<file path="config.mk">
export PLATFORM = sky130hd
export DESIGN_NAME = wptr_full_ctrl
export DESIGN_NICKNAME = d
export VERILOG_FILES = /design/src/rtl/async_fifo_pkg.sv /design/src/rtl/gray2bin.sv /design/src/rtl/wptr_full_ctrl.sv
export SDC_FILE = /design/constraint.sdc
export NUM_CORES = 1
export LEC_CHECK = 0
export CAP_MARGIN = 30
export CORE_MARGIN = 2
export CORE_UTILIZATION = 38
export CTS_CLUSTER_DIAMETER = 200
export DETAILED_ROUTE_END_ITERATION = 8
export PLACE_DENSITY = 0.72
export RECOVER_POWER = 100
export SKIP_LAST_GASP = 1
export SLEW_MARGIN = 20
export SYNTH_ARGS = -nofsm -noshare
export SYNTH_HDL_FRONTEND = slang
export SYNTH_SLANG_ARGS = --single-unit
</file>
<file path="constraint.sdc">
create_clock -name wclk -period 2.2 [get_ports wclk]
set_input_delay 0.44 -clock wclk [delete_from_list [all_inputs] [get_ports wclk]]
set_output_delay 0.44 -clock wclk [all_outputs]
set_load 0.02 [all_outputs]
</file>
<file path="src/rtl/async_fifo_pkg.sv">
// -----------------------------------------------------------------------------
// async_fifo_pkg
// Shared definitions for the asynchronous FIFO pointer controllers.
//   - PTR_EXTRA / ptr_width(): a pointer is one bit wider than the RAM address.
//     The extra bit tells a full FIFO apart from an empty one.
//   - bin2gray / gray2bin: width-agnostic conversions on 32-bit containers.
//     Callers zero-extend their operand and truncate the result.
//     Leading zeros do not change either conversion.
// The write-side full controller and the read-side empty controller both use
// these definitions.
// -----------------------------------------------------------------------------
package async_fifo_pkg;

    // Extra pointer bit beyond the RAM address width (wrap indicator).
    localparam int PTR_EXTRA = 1;

    // Pointer width for a given RAM address width.
    function automatic int ptr_width(input int addrsize);
        return addrsize + PTR_EXTRA;
    endfunction

    // Binary to reflected-binary gray code.
    function automatic logic [31:0] bin2gray(input logic [31:0] bin);
        return bin ^ (bin >> 32'd1);
    endfunction

    // Gray to binary: running XOR prefix starting from the MSB.
    function automatic logic [31:0] gray2bin(input logic [31:0] gray);
        logic [31:0] bin;
        bin[31] = gray[31];
        for (int i = 30; i >= 0; i--) begin
            bin[i] = bin[i+1] ^ gray[i];
        end
        return bin;
    endfunction

endpackage

</file>
<file path="src/rtl/gray2bin.sv">
// -----------------------------------------------------------------------------
// gray2bin
// Purely combinational gray-to-binary converter of parameterised width.
// Each binary bit is the XOR of all gray bits from the MSB down to that bit.
// The write-side and read-side pointer controllers both instantiate it.
// Ports:
//   gray  in  W  gray-coded value
//   bin   out W  binary equivalent
// -----------------------------------------------------------------------------
module gray2bin #(
    parameter int W = 5
) (
    input  logic [W-1:0] gray,
    output logic [W-1:0] bin
);

    genvar i;
    generate
        for (i = 0; i < W; i++) begin : g_bit
            assign bin[i] = ^gray[W-1:i];
        end
    endgenerate

endmodule

</file>
<file path="src/rtl/wptr_full_ctrl.sv">
// -----------------------------------------------------------------------------
// wptr_full_ctrl
// Write-domain pointer and flag controller of the asynchronous FIFO.
// It consumes the synchronised gray read pointer and produces:
//   - the binary RAM write address;
//   - the registered gray write pointer;
//   - the full flag, the write-side fill level and a sticky overflow flag.
//
// Optional feature (compile-time macro ASYNC_FIFO_AFULL_EN):
//   When defined, the parameter AFULL_THRESH and the port wafull exist.
//   wafull is the registered flag (next fill level >= AFULL_THRESH).
//
// Ports:
//   wclk       in   1           write clock
//   wrst       in   1           asynchronous active-high reset
//   winc       in   1           write request
//   wq2_rptr   in   ADDRSIZE+1  synchronised gray read pointer
//   wovf_clr   in   1           clears woverflow
//   waddr      out  ADDRSIZE    RAM write address
//   wptr       out  ADDRSIZE+1  registered gray write pointer
//   wfull      out  1           registered full flag
//   wlevel     out  ADDRSIZE+1  registered write-side occupancy, 0..2**ADDRSIZE
//   woverflow  out  1           sticky: a write was attempted while full
//   wafull     out  1           almost full (ASYNC_FIFO_AFULL_EN only)
// -----------------------------------------------------------------------------
module wptr_full_ctrl
    import async_fifo_pkg::*;
#(
    parameter int ADDRSIZE = 4
`ifdef ASYNC_FIFO_AFULL_EN
    ,
    parameter int AFULL_THRESH = (1 << ADDRSIZE) - 1
`endif
) (
    input  logic                wclk,
    input  logic                wrst,
    input  logic                winc,
    input  logic [ADDRSIZE:0]   wq2_rptr,
    input  logic                wovf_clr,
    output logic [ADDRSIZE-1:0] waddr,
    output logic [ADDRSIZE:0]   wptr,
    output logic                wfull,
    output logic [ADDRSIZE:0]   wlevel,
`ifdef ASYNC_FIFO_AFULL_EN
    output logic                wafull,
`endif
    output logic                woverflow
);

    localparam int PTR_W = ptr_width(ADDRSIZE);

    logic [PTR_W-1:0] wbin_r;
    logic [PTR_W-1:0] wptr_r;
    logic [PTR_W-1:0] wlevel_r;
    logic             wfull_r;
    logic             wovf_r;

    logic             wpush_s;
    logic [PTR_W-1:0] wbinnext_s;
    logic [PTR_W-1:0] wgraynext_s;
    logic [PTR_W-1:0] rbin_s;
    logic [PTR_W-1:0] wdiff_s;
    logic             wfull_next_s;
    logic             wovf_next_s;

    // Binary view of the synchronised read pointer, used for the fill level.
    gray2bin #(
        .W (PTR_W)
    ) u_rptr_g2b (
        .gray (wq2_rptr),
        .bin  (rbin_s)
    );

    // Next-state logic for the pointers, the full flag, the level and overflow.
    always_comb begin
        wpush_s     = winc & ~wfull_r;
        wbinnext_s  = wbin_r + {{(PTR_W-1){1'b0}}, wpush_s};
        wgraynext_s = PTR_W'(bin2gray(32'(wbinnext_s)));
        // Full when the write pointer has lapped the read pointer by exactly one
        // depth.  In gray code that means the two MSBs differ and the rest match.
        wfull_next_s = (wgraynext_s ==
                        {~wq2_rptr[ADDRSIZE:ADDRSIZE-1], wq2_rptr[ADDRSIZE-2:0]});
        // Modular subtraction gives the correct level across pointer wrap.
        wdiff_s = wbinnext_s - rbin_s;
        // A rejected write sets overflow.  Set takes priority over clear.
        if (winc & wfull_r) begin
            wovf_next_s = 1'b1;
        end else if (wovf_clr) begin
            wovf_next_s = 1'b0;
        end else begin
            wovf_next_s = wovf_r;
        end
    end

    // State registers.  Reset clears everything immediately.
    always_ff @(posedge wclk or posedge wrst) begin
        if (wrst) begin
            wbin_r   <= {PTR_W{1'b0}};
            wptr_r   <= {PTR_W{1'b0}};
            wlevel_r <= {PTR_W{1'b0}};
            wfull_r  <= 1'b0;
            wovf_r   <= 1'b0;
        end else begin
            wbin_r   <= wbinnext_s;
            wptr_r   <= wgraynext_s;
            wlevel_r <= wdiff_s;
            wfull_r  <= wfull_next_s;
            wovf_r   <= wovf_next_s;
        end
    end

`ifdef ASYNC_FIFO_AFULL_EN
    logic wafull_r;
    logic wafull_next_s;

    // Almost-full compare against the next-cycle fill level.
    always_comb begin
        wafull_next_s = (wdiff_s >= PTR_W'(AFULL_THRESH));
    end

    // Almost-full register.
    always_ff @(posedge wclk or posedge wrst) begin
        if (wrst) begin
            wafull_r <= 1'b0;
        end else begin
            wafull_r <= wafull_next_s;
        end
    end

    assign wafull = wafull_r;
`endif

    assign waddr     = wbin_r[ADDRSIZE-1:0];
    assign wptr      = wptr_r;
    assign wfull     = wfull_r;
    assign wlevel    = wlevel_r;
    assign woverflow = wovf_r;

endmodule

</file>
==> impl_metrics.tcl <==
set metrics [dict create \
    wl_um 2067 \
    insertion_delay_ps 280 \
    nets 151 \
    drv_cap 0 \
    fin_tns_setup_ps -4.477 \
    pre_cts_ws_ps -859.5 \
    violations "negative setup slack" \
    die_height_um 53.80 \
    drtIter0Drc 10 \
    period_share_pct 100.2 \
    rsz0062_at_grt "yes" \
    synth_top_area_share_pct 42.50 \
    cp-start-kind "input pin" \
    final.setup.worst_slack_ps -4.477 \
    root_buffer "clkbuf_4" \
    firstDrtPassIters 4 \
    ir_drop_uv 1031 \
    reg2reg_from "wfull" \
    arrival_ps 2360 \
    tightest_slew_ps 636.7 \
    routabilityCongestion 0.7560 \
    cts_buffer_depth 2 \
    power_leakage_nw 0.7133 \
    critical_path_class "in -> reg" \
    route.vias.total 773 \
    drt-vias-per-instance 4.685 \
    layout_common_cells "buf_4, clkdlybuf4s50_1, dfrtp_1, inv_1, xnor2_1" \
    syn_inst 80 \
    core_um2 2410 \
    hold_viol 0 \
    areaGrowthSynthToFinish_pct 59.36 \
    ys_seq_area_share_pct 42.50 \
    hpwlAfterDp_um 1621 \
    top_usage_layer "met2" \
    hp-start "winc" \
    port_buffers 24 \
    fin_crit_ps 2204 \
    antenna_left 0 \
    post-route-util_pct 62.31 \
    drc 0 \
    yosysTopAreaCell "dfrtp_1" \
    met3_usage_pct 3.333 \
    use_met2_pct 28.46 \
    placedCellCount 156 \
    htreeDepth 1 \
    ys_seq_elements 16 \
    startpoint "wq2_rptr[3]" \
    required_ps 2360 \
    dieArea_um2 2894 \
    overflow 0 \
    fmax_mhz 453.6 \
    numCtsBuffers 3 \
    grt_pass1_wl_um 3215 \
    syn_avg_cell_area_um2 11.78 \
    setup.worst_path.end_class "flip-flop" \
    use_met1_pct 18.91 \
    syn_nets 95 \
    cts_tree "done" \
    yosys_warnings 0 \
    grtUsageTotal_pct 15.95 \
    drive_above_1_share_pct 33.33 \
    die_w_um 53.80 \
    fin_skew_ps 7.150 \
    finalMaxSlewViolations 0 \
    clock-sinks 16 \
    yosysUniqueCellTypes 25 \
    grt_max_degree 17 \
    antenna_found_initial 0 \
    stdcell_count 165 \
    start_util_pct 39.10 \
    grt_pass1_vias 754 \
    rows 18 \
    setup_viol 1 \
    cp_max_fo 2 \
    relSlewSlack_pct 57.50 \
    p_per_area_nw_per_um2 1698 \
    layout_commonest_cell "buf_4" \
    syn_area_um2 942.2 \
    antenna_cells 0 \
    wl_per_cell_um 12.53 \
    status "complete, but fails checks" \
    hold_slack_ps 517.7 \
    hp-class "in -> reg" \
    synthTopCellsByArea "dfrtp_1, xnor2_1, xor2_1, ha_1, inv_1" \
    path_clk_slew_ps 100 \
    num_io_pins 25 \
]
[state kept, by name, summed over array words and instances (netlist names)]
| register | count |
|---|---|
| wlevel | 5 |
| wfull | 1 |
| wptr | 4 |
| wbin_r | 5 |
| woverflow | 1 |
[report_power, final]
group | switching [mW] | leakage (nW) | total, mW | internal (mW)
logic | 0.805 | 0.500 | 1.78 | 0.976
clock network | 0.0917 | 0.0210 | 0.192 | 0.101
registers | 0.122 | 0.192 | 0.577 | 0.455
[cells in the mapped netlist, drive strengths merged]
cell and number:
nand2 3, and3b 1, a221oi 2, o2bb2ai 1, buf 1, xnor2 10
o22ai 1, o21ai 2, inv 12, o211ai 1, xnor3 3, a21o 1
nand3 3, or3 2, fa 1, ha 5, a2111oi 1, and3 1
xor2 9, a21boi 1, dfrtp 16, a32oi 1, nor2b 2
[critical path, cell delays in order]
cell     delay, ps
buf_6           70
xnor3_2        430
xor2_2         170
xnor2_1        140
ha_2           190
fa_2           330
or3_1          310
a32oi_1        180
o22ai_1        100
[area by class of cell]
type	count	area (um2)
timing repair buffer	52	445.4
tap	30	37.54
clock buffer	4	36.28
inverter	12	45.04
sequential	16	400.4
fill	201	908.4
multi-input combinational	51	536.8
[routing by layer]
layer | up-vias | share of wire [%]
met1 | 377 | 41
li1 | 377 | -
met3 | 2 | 4.9
met2 | 17 | 53
met4 | 0 | 0.63
met5 | - | 0
[final timing paths]
| check | endpoint | slack [ps] | cells after the start |
|---|---|---|---|
| worst max register to register | wlevel[4] | 100 | 8 |
| worst max-delay path | wlevel[4] | -4 | 9 |
| min in group asynchronous | woverflow | 670 | 2 |
| worst min-delay path | woverflow | 520 | 3 |
| max in group asynchronous | wlevel[4] | 1120 | 2 |
| worst min register to register | woverflow | 530 | 2 |
[through the flow]
step | cell area, um2 | total power, mW
6_report | 1501 | 2.550
4_1_cts | 1506 | 2.580
2_1_floorplan | 963.4 | 1.585
3_5_place_dp | 1410 | 2.315
5_1_grt | 1501 | 2.761
3_3_place_gp | 1410 | 2.265
[kinds of logic after synthesis]
| kind of cell | count (synthesis) | share of synthesized area, % |
|---|---|---|
| buf+inv | 13 | 5.179 |
| simple gates | 12 | 7.171 |
| flops | 16 | 42.50 |
| xor+xnor | 22 | 26.96 |
| compound gates | 11 | 9.431 |
| fa+ha+maj | 6 | 8.765 |
[what timing repair did]
item                                    in CTS  in global routing
pin swaps                                    9                  1
endpoints found under the setup margin       5                  1
gates resized for setup                     19                  1
hold buffers                                 0                  0
setup buffers                                4                  1
Power figures use the tool's default switching activity.
